## src/rtl/rv32i_ctrl_pkg.sv

```systemverilog
// Shared types and encodings for the RV32I multi-cycle controller.
package rv32i_ctrl_pkg;

   typedef enum logic [2:0] {
      FETCH  = 3'd0,
      DECODE = 3'd1,
      EXEC   = 3'd2,
      MEM    = 3'd3,
      WB     = 3'd4,
      HALT   = 3'd7
   } ctrl_state_t;

   localparam logic [6:0] OPC_LOAD   = 7'b0000011;
   localparam logic [6:0] OPC_OPIMM  = 7'b0010011;
   localparam logic [6:0] OPC_STORE  = 7'b0100011;
   localparam logic [6:0] OPC_BRANCH = 7'b1100011;
   localparam logic [6:0] OPC_OP     = 7'b0110011;

   typedef enum logic [3:0] {
      ALU_ADD  = 4'd0,
      ALU_SUB  = 4'd1,
      ALU_SLL  = 4'd2,
      ALU_SLT  = 4'd3,
      ALU_SLTU = 4'd4,
      ALU_XOR  = 4'd5,
      ALU_SRL  = 4'd6,
      ALU_SRA  = 4'd7,
      ALU_OR   = 4'd8,
      ALU_AND  = 4'd9
   } alu_op_t;

   localparam logic [2:0] F3_BEQ  = 3'b000;
   localparam logic [2:0] F3_BNE  = 3'b001;
   localparam logic [2:0] F3_BLT  = 3'b100;
   localparam logic [2:0] F3_BGE  = 3'b101;
   localparam logic [2:0] F3_BLTU = 3'b110;
   localparam logic [2:0] F3_BGEU = 3'b111;

   function automatic logic is_supported_opcode(input logic [6:0] opc);
      return opc inside {OPC_LOAD, OPC_OPIMM, OPC_STORE, OPC_BRANCH, OPC_OP};
   endfunction

endpackage

```

## src/rtl/rv32i_alu_decoder.sv

```systemverilog
// Combinational map from opcode/funct3/funct7[5] to the ALU operation.
module rv32i_alu_decoder
   import rv32i_ctrl_pkg::*;
(
   input  logic [6:0] opcode,
   input  logic [2:0] funct3,
   input  logic       funct7_5,
   output logic [3:0] alu_op
);

   // funct7[5] is an immediate bit for most OP-IMM forms, so it only matters for SUB (OP) and SRA/SRAI.
   always_comb begin
      alu_op = ALU_ADD;
      case (opcode)
         OPC_BRANCH: alu_op = ALU_SUB;
         OPC_OP, OPC_OPIMM: begin
            case (funct3)
               3'b000:  alu_op = (opcode == OPC_OP && funct7_5) ? ALU_SUB : ALU_ADD;
               3'b001:  alu_op = ALU_SLL;
               3'b010:  alu_op = ALU_SLT;
               3'b011:  alu_op = ALU_SLTU;
               3'b100:  alu_op = ALU_XOR;
               3'b101:  alu_op = funct7_5 ? ALU_SRA : ALU_SRL;
               3'b110:  alu_op = ALU_OR;
               default: alu_op = ALU_AND;
            endcase
         end
         default: alu_op = ALU_ADD;
      endcase
   end

endmodule

```

## src/rtl/rv32i_multicycle_ctrl.sv

```systemverilog
// Multi-cycle RV32I control FSM: fetch/decode/execute/memory/writeback sequencing,
// memory timeout detection and retired-instruction counting.
module rv32i_multicycle_ctrl
   import rv32i_ctrl_pkg::*;
#(
   parameter int MEM_TIMEOUT = 16,
   parameter int CNT_W       = 32
)(
   input  logic             clk,
   input  logic             rst_n,
   input  logic [31:0]      instr,
   input  logic             alu_zero,
   input  logic             alu_lt,
   input  logic             alu_ltu,
   input  logic             mem_ready,
   output logic             mem_req,
   output logic             mem_we,
   output logic             addr_sel,
   output logic             ir_we,
   output logic             pc_we,
   output logic             pc_src,
   output logic             alu_src_b,
   output logic [3:0]       alu_op,
   output logic             result_sel,
   output logic             rf_we,
   output logic             retire,
   output logic [CNT_W-1:0] instret,
   output logic             illegal,
   output logic             bus_error,
   output logic [2:0]       state_dbg
);

   localparam int WCNT_W = $clog2(MEM_TIMEOUT);
   localparam logic [WCNT_W-1:0] WAIT_LAST = WCNT_W'(MEM_TIMEOUT - 1);

   ctrl_state_t       state;
   ctrl_state_t       state_next;
   logic [WCNT_W-1:0] wait_cnt;
   logic [6:0]        opcode;
   logic [2:0]        funct3;
   logic              funct7_5;
   logic [3:0]        dec_alu_op;
   logic              taken;
   logic              mem_wait;
   logic              timeout;
   logic              set_illegal;
   logic              set_bus_error;
   logic              unused_instr;

   assign opcode       = instr[6:0];
   assign funct3       = instr[14:12];
   assign funct7_5     = instr[30];
   assign unused_instr = ^{instr[31], instr[29:15], instr[11:7]};
   assign state_dbg    = state;

   assign mem_wait = (state == FETCH || state == MEM) && !mem_ready;
   assign timeout  = mem_wait && (wait_cnt == WAIT_LAST);

   rv32i_alu_decoder u_alu_decoder (
      .opcode   (opcode),
      .funct3   (funct3),
      .funct7_5 (funct7_5),
      .alu_op   (dec_alu_op)
   );

   always_comb begin
      taken = 1'b0;
      case (funct3)
         F3_BEQ:  taken = alu_zero;
         F3_BNE:  taken = !alu_zero;
         F3_BLT:  taken = alu_lt;
         F3_BGE:  taken = !alu_lt;
         F3_BLTU: taken = alu_ltu;
         F3_BGEU: taken = !alu_ltu;
         default: taken = 1'b0;
      endcase
   end

   always_ff @(posedge clk or negedge rst_n) begin
      if (!rst_n) state <= FETCH;
      else        state <= state_next;
   end

   always_comb begin
      state_next    = state;
      mem_req       = 1'b0;
      mem_we        = 1'b0;
      addr_sel      = 1'b0;
      ir_we         = 1'b0;
      pc_we         = 1'b0;
      pc_src        = 1'b0;
      alu_src_b     = 1'b0;
      alu_op        = ALU_ADD;
      result_sel    = 1'b0;
      rf_we         = 1'b0;
      retire        = 1'b0;
      set_illegal   = 1'b0;
      set_bus_error = 1'b0;
      case (state)
         FETCH: begin
            // Gated by rst_n so the request is not raised while reset is held.
            mem_req = rst_n;
            ir_we   = rst_n & mem_ready;
            if (mem_ready)    state_next = DECODE;
            else if (timeout) begin
               state_next    = HALT;
               set_bus_error = 1'b1;
            end
         end
         DECODE: begin
            if (!is_supported_opcode(opcode) ||
                (opcode == OPC_BRANCH && (funct3 == 3'b010 || funct3 == 3'b011))) begin
               state_next  = HALT;
               set_illegal = 1'b1;
            end else begin
               state_next = EXEC;
            end
         end
         EXEC: begin
            alu_op    = dec_alu_op;
            alu_src_b = (opcode != OPC_OP) && (opcode != OPC_BRANCH);
            case (opcode)
               OPC_BRANCH: begin
                  pc_we      = 1'b1;
                  pc_src     = taken;
                  retire     = 1'b1;
                  state_next = FETCH;
               end
               OPC_LOAD, OPC_STORE: state_next = MEM;
               default:             state_next = WB;
            endcase
         end
         MEM: begin
            mem_req   = 1'b1;
            addr_sel  = 1'b1;
            mem_we    = (opcode == OPC_STORE);
            alu_op    = dec_alu_op;
            alu_src_b = 1'b1;
            if (mem_ready) begin
               if (opcode == OPC_STORE) begin
                  pc_we      = 1'b1;
                  retire     = 1'b1;
                  state_next = FETCH;
               end else begin
                  state_next = WB;
               end
            end else if (timeout) begin
               state_next    = HALT;
               set_bus_error = 1'b1;
            end
         end
         WB: begin
            // ALU operands stay steered so the unregistered ALU result is still valid here.
            alu_op     = dec_alu_op;
            alu_src_b  = (opcode != OPC_OP);
            rf_we      = 1'b1;
            result_sel = (opcode == OPC_LOAD);
            pc_we      = 1'b1;
            retire     = 1'b1;
            state_next = FETCH;
         end
         HALT:    state_next = HALT;
         default: state_next = FETCH;
      endcase
   end

   always_ff @(posedge clk or negedge rst_n) begin
      if (!rst_n) begin
         wait_cnt  <= '0;
         instret   <= '0;
         illegal   <= 1'b0;
         bus_error <= 1'b0;
      end else begin
         if (state_next != state && (state_next == FETCH || state_next == MEM))
            wait_cnt <= '0;
         else if (mem_wait)
            wait_cnt <= wait_cnt + 1'b1;
         if (retire)        instret   <= instret + 1'b1;
         if (set_illegal)   illegal   <= 1'b1;
         if (set_bus_error) bus_error <= 1'b1;
      end
   end

endmodule

```

## config.mk

```make
export PLATFORM = sky130hd
export DESIGN_NAME = rv32i_multicycle_ctrl
export DESIGN_NICKNAME = d
export VERILOG_FILES = /design/src/rtl/rv32i_ctrl_pkg.sv /design/src/rtl/rv32i_alu_decoder.sv /design/src/rtl/rv32i_multicycle_ctrl.sv
export SDC_FILE = /design/constraint.sdc
export NUM_CORES = 1
export LEC_CHECK = 0
export ABC_AREA = 0
export CORE_UTILIZATION = 45
export DETAILED_ROUTE_END_ITERATION = 10
export PLACE_DENSITY = 0.85
export SLEW_MARGIN = 20
export SYNTH_ARGS = -nofsm -noshare
export SYNTH_HDL_FRONTEND = slang
export SYNTH_SLANG_ARGS = --single-unit
```

## constraint.sdc

```tcl
create_clock -name clk -period 7.2 [get_ports clk]
set_input_delay 1.8 -clock clk [delete_from_list [all_inputs] [get_ports clk]]
set_output_delay 1.8 -clock clk [all_outputs]
set_load 0.02 [all_outputs]
```

==> results of run 1 <==
[Yosys cell counts (all sizes together), types with 4 or more instances]
cell,instances
and2,4
nand4,12
and4,4
dfrtp,41
or3,4
nand2,22
and3,10
o21ai,7
nor2,15
nand3,17
nor3,6
xnor2,31
a21oi,8
clkbuf,6
xor2,5
buf,4
[per-stage QoR]
step                      std cells  util, %
after floorplan                 234        -
after global placement          359     62.6
after detailed placement        359     62.6
after CTS                       367     64.3
after global routing            367     64.3
final                           367     64.3
[final cells by class]
type,count,area (µm²)
Fill cell,404,1730
Timing Repair Buffer,68,673
Clock inverter,2,10.0
Inverter,3,11.3
Sequential cell,41,1030
Tap cell,67,83.8
Clock buffer,6,72.6
Multi-Input combinational cell,180,1240
[state kept, by name, summed over array words and instances, names as in the netlist]
| register | cells |
|---|---|
| bus_error | 1 |
| illegal | 1 |
| instret | 32 |
| state_dbg | 3 |
| wait_cnt | 4 |
[power breakdown]
part / switching [mW] / total, mW / internal [mW]
registers: 0.000476 / 0.231 / 0.231
clock network: 0.0745 / 0.142 / 0.0672
logic: 0.0141 / 0.0274 / 0.0133
[kinds of logic (layout without fill, tap and decap cells)]
group           count (synthesis)  after routing  synth area share, %
buf+inv                        13             79                 2.79
compound gates                 29             29                 9.88
xor+xnor                       36             36                 13.5
fa+ha+maj                       2              2                 1.07
simple gates                  110            110                 27.4
flops                          41             41                 44.0
mux                             3              3                 1.34
[per-layer routing]
layer / part of all wire [%] / vias up / global-route usage [%]
met5: 0 / - / 0
met4: 0.48 / 0 / 4.91
met3: 5.1 / 2 / 4.07
met2: 50 / 59 / 33.8
met1: 44 / 957 / 25.5
li1: - / 967 / -
[worst paths after layout]
check,start,end,slack (ns)
setup / recovery,instr[4],retire,1.26
hold / removal,instret[31]$_DFFE_PN0P_,instret[31]$_DFFE_PN0P_,0.47
setup reg to reg,state_dbg[2]$_DFF_PN0_,instret[22]$_DFFE_PN0P_,4.94
hold reg to reg,instret[31]$_DFFE_PN0P_,instret[31]$_DFFE_PN0P_,0.47
max in group asynchronous,rst_n,instret[8]$_DFFE_PN0P_,5.27
min in group asynchronous,rst_n,instret[10]$_DFFE_PN0P_,1.57
[worst max-delay path: stages]
cell and delay [ns]:
clkdlybuf4s50_1 0.56, nand2b_4 0.24, or4_1 0.65, nand3_2 0.24, clkdlybuf4s50_1 0.64
==> qor.csv, run 1 <==
stage;metric;value;unit
grt;initial antenna violation count;0;
logic_synthesis;Main synth FF type;dfrtp_1;
logic_synthesis;Yosys warning total;0;
sta;Slew Viols, Final;0;
sta;FMAX;168;MHz
grt;first-pass GRT wire length;8460;µm
place;Port Buf Inserts;67;
logic_synthesis;top cell type's share of synthesized area;44.0;%
clock_network;cts repair resizes;0;
logic_synthesis;Mapped Cells;234;
sta;PnR worst setup slack;1.26;ns
clock_network;hold_buf cts;0;
logic_synthesis;Post-synth EDFFs;0;
floorplanning;core area;4850;µm²
clock_network;Clk pin slew, worst setup/hold paths;0.08;ns
detailed_routing;routed vias;1985;
logic_synthesis;synthesized area per cell;9.96;µm²
setup_path;Crit Path Class;input port to output pin;
place;DP Worst Slack;1.25;ns
logic_synthesis;register area share after synthesis;44.0;%
logic_synthesis;asr flop ratio synth;100;%
layout;final instance area;3120;µm²
logic_synthesis;register bit total from synthesis;41;
floorplanning;Cell Rows;25;
setup_path;CP startpoint kind;input port;
logic_synthesis;post-synthesis cell type with the largest combined area;dfrtp_1;
sta;Setup Viol. Count Final;0;
layout;Final #Nets;339;
clock_network;Clock H-tree levels;2;
grt;pin count of the biggest net entering global routing;43;
sta;period utilisation layout;82.5;%
grt;Total GRT Usage;19.7;%
clock_network;Clock Path Buffers;2;
place;routability cong.;0.815;
layout;P&R area growth vs syn;33.7;%
pwr;pwr dens;128;nW/µm²
detailed_routing;drt wl/cell;13.6;µm
setup_path;FF-to-FF path depth;5;
setup_path;Critical Path Fanout Max;9;
place;DP Wirelength;3670;µm
floorplanning;die width;74.0;µm
layout;most frequent cells in the layout;clkdlybuf4s50_1 (66), dfrtp_1 (41), xnor2_1 (31);
clock_network;clock latency on the worst-skew pair;0.28;ns
sta;minimum clock period;5.94;ns
clock_network;CTS Buf Count;5;
min_path;Hold WC Path Type;flop to flop;
sta;clock skew;0.00602;ns
detailed_routing;DR pass1 iterations;4;
place;Placed Area;3030;µm²
clock_network;CTS root buffer;clkbuf_8;
detailed_routing;post-route ant nets;0;
logic_synthesis;Post-Syn Area;2330;µm²
floorplanning;die height;74.0;µm
sta;unrepaired setup endpoints after global routing;false;
floorplanning;Starting Density;48.1;%
clock_network;post-CTS setup buffer count;0;
min_path;Worst Hold Path Cells;1;
run_status;outcome;completed;
pwr;worst vdd ir;78.1;µV
job;MaxCap Viol Count;0;
sta;setup TNS;0;ns
clock_network;CTS tree;built;
sta;final hold viol count;0;
grt;GRT overflow;0;
detailed_routing;Remaining DRCs;0;
sta;worst-margin pin slew;0.508;ns
setup_path;CP required;5.40;ns
setup_path;Critical Path AT;4.14;ns
detailed_routing;vias per cell;5.41;
logic_synthesis;syn nets;274;
layout;layout cells sized above 1;7.00;%
pwr;static leakage;1.24;nW
layout;Ant. Diodes;0;
pwr;Final Power;0.400;mW
clock_network;clock sinks;41;
logic_synthesis;top cells by area, synth;dfrtp_1 (44%), xnor2_1 (12%), nand2_1 (3.5%);
sta;relative slew slack;65.9;%
detailed_routing;DRT Wirelength;4990;µm
detailed_routing;Iteration-0 DRC Markers;128;
layout;commonest non-fill, non-tap cell in the layout;clkdlybuf4s50_1;
logic_synthesis;Synth cell types;45;
floorplanning;Die Area;5470;µm²
grt;vias in the first global route;1866;
sta;hold_ws;0.467;ns
setup_path;Critical Path Sink Type;output pin;
floorplanning;num ports;89;
No activity file was read; power rests on OpenSTA's default activity.
==> run 2, diff against run 1 <==
Settings changed: CORE_UTILIZATION 45 to 40, PLACE_DENSITY 0.85 to 0.8.
Clock period 7.2 ns to 5.1 ns, I/O delays scaled along.
==> qor.csv, run 2 (synthesis gave the netlist of run 1 again) <==
stage;metric;value;unit;change
sta;final hold viol count;0;;unchanged
clock_network;Clk pin slew, worst setup/hold paths;0.07;ns;about the same
setup_path;CP startpoint kind;input port;;
floorplanning;Starting Density;41.8;%;-6.3 points
grt;met3 usage;4.30;%;+0.24 points
place;Port Buf Inserts;67;;unchanged
clock_network;clock sinks;41;;unchanged
sta;FMAX;209;MHz;
clock_network;Clock H-tree levels;2;;unchanged
clock_network;CTS root buffer;clkbuf_8;;
grt;vias in the first global route;1931;;+3.5%
setup_path;reg2reg setup slack;2.84;ns;-2.10 ns
floorplanning;num ports;89;;unchanged
clock_network;clock latency on the worst-skew pair;0.30;ns;+0.02 ns
detailed_routing;Iteration-0 DRC Markers;75;;-41%
layout;Largest Register;instret;;
place;routability cong.;0.780;;-4.3%
clock_network;post-CTS setup buffer count;0;;unchanged
detailed_routing;DRT Wirelength;5300;µm;+6.1%
setup_path;R2R Path End;instret[18]$_DFFE_PN0P_;;
place;Placed Area;3060;µm²;+0.95%
grt;M2 GR Usage;32.5;%;-1.4 points
grt;met1 GRT Util;23.2;%;-2.2 points
layout;most frequent cells in the layout;clkdlybuf4s50_1 (66), dfrtp_1 (41), xnor2_1 (31);;
setup_path;FF-to-FF path depth;6;;+1
min_path;Worst Hold Path Cells;1;;unchanged
sta;setup TNS;0;ns;unchanged
sta;period utilisation layout;93.7;%;
clock_network;cts repair resizes;0;;unchanged
clock_network;hold_buf cts;0;;unchanged
sta;relative slew slack;64.7;%;-1.2 points
sta;Setup Viol. Count Final;0;;unchanged
sta;minimum clock period;4.78;ns;
detailed_routing;DR pass1 iterations;4;;unchanged
setup_path;RR Startpoint;state_dbg[2]$_DFF_PN0_;;
detailed_routing;post-route ant nets;0;;unchanged
detailed_routing;Remaining DRCs;0;;unchanged
grt;Total GRT Usage;18.8;%;-0.88 points
floorplanning;core area;5570;µm²;+15%
setup_path;Critical Path AT;3.50;ns;-0.64 ns
min_path;hold path startpoint;instret[31]$_DFFE_PN0P_;;
setup_path;Critical Path Fanout Max;8;;-1
min_path;Hold WC Path Type;flop to flop;;
layout;Ant. Diodes;0;;unchanged
clock_network;CTS tree;built;;
floorplanning;Cell Rows;27;;+8.0%
layout;Final #Nets;342;;+0.88%
detailed_routing;routed vias;2001;;+0.81%
pwr;static leakage;1.25;nW;+1.0%
grt;GRT overflow;0;;unchanged
grt;GRT busiest layer;met2;;
place;DP Wirelength;3900;µm;+6.3%
sta;worst-margin pin slew;0.525;ns;+0.0177 ns
sta;Slew Viols, Final;0;;unchanged
job;MaxCap Viol Count;0;;unchanged
sta;unrepaired setup endpoints after global routing;false;;
setup_path;CP required;3.83;ns;-1.57 ns
detailed_routing;vias per cell;5.34;;-1.3%
layout;Largest register FFs;32;;unchanged
floorplanning;die height;78.3;µm;+5.9%
setup_path;Crit Path Class;input port to output pin;;
layout;final instance area;3150;µm²;+1.0%
grt;pin count of the biggest net entering global routing;42;;-2.3%
setup_path;Critical Path Sink Type;output pin;;
detailed_routing;drt wl/cell;14.1;µm;+3.8%
floorplanning;die width;78.3;µm;+5.9%
clock_network;CTS Buf Count;5;;unchanged
sta;clock skew;0.0111;ns;+0.00506 ns
pwr;worst vdd ir;108;µV;+38%
clock_network;Clock Path Buffers;2;;unchanged
floorplanning;Die Area;6140;µm²;+12%
layout;layout cells sized above 1;8.25;%;+1.3 points
layout;P&R area growth vs syn;35.1;%;
grt;initial antenna violation count;0;;unchanged
pwr;pwr dens;184;nW/µm²;+43%
grt;first-pass GRT wire length;9000;µm;+6.4%
min_path;Hold Path Sink;instret[31]$_DFFE_PN0P_;;
run_status;outcome;completed;;
layout;commonest non-fill, non-tap cell in the layout;clkdlybuf4s50_1;;
[run 2: changes by cell type in the layout (fill, tap and decap cells not counted), sizes merged]
cell | previous run | this run
clkinvlp | 0 | 1
buf | 2 | 5
clkbuf | 6 | 5
[run 2: area by class of cell]
cell class,instances,area (µm²)
Clock inverter,3,17.5
Timing Repair Buffer,71,696
Clock buffer,5,68.8
Fill cell,514,2420
Multi-Input combinational cell,180,1240
Tap cell,72,90.1
Sequential cell,41,1030
Inverter,3,11.3
[run 2: per-stage QoR]
step	hold WS [ns]	utilization [%]	setup slack (ns)	instances	power [mW]
after detailed placement	0.457	54.9	0.308	367	0.373
after CTS	0.477	56.5	0.306	375	0.583
final	0.470	56.5	0.324	375	0.579
after global routing	0.486	56.5	0.248	375	0.604
after floorplan	0.505	-	1.26	234	0.347
after global placement	0.460	54.9	0.333	367	0.373
[run 2: report_power, final]
part,internal [mW],switching [mW]
Sequential,0.326,0.000672
Combinational,0.0197,0.0197
Clock,0.0945,0.118
[run 2: critical path: stages]
cell             delay, ns
clkdlybuf4s50_1       0.52
nand4bb_4             0.18
or3_2                 0.64
nand3_2               0.24
clkdlybuf4s50_1       0.65
[run 2: how the worst max path moves through the flow]
stage	to	start	depth (start not counted)	slack, ns
final	pc_we	instr[1]	5	0.32
after global routing	pc_we	instr[1]	5	0.25
after CTS	pc_we	instr[1]	5	0.31
after detailed placement	pc_we	instr[1]	5	0.31
after global placement	pc_we	instr[5]	5	0.33
after floorplan	retire	instr[2]	5	1.26
[run 2: per-layer routing]
metal  part of all wire (%)  vias to the layer above
li1                       -                      975
met1                     43                      964
met2                     51                       58
met3                    4.6                        4
met4                   0.72                        0
met5                      0                        -
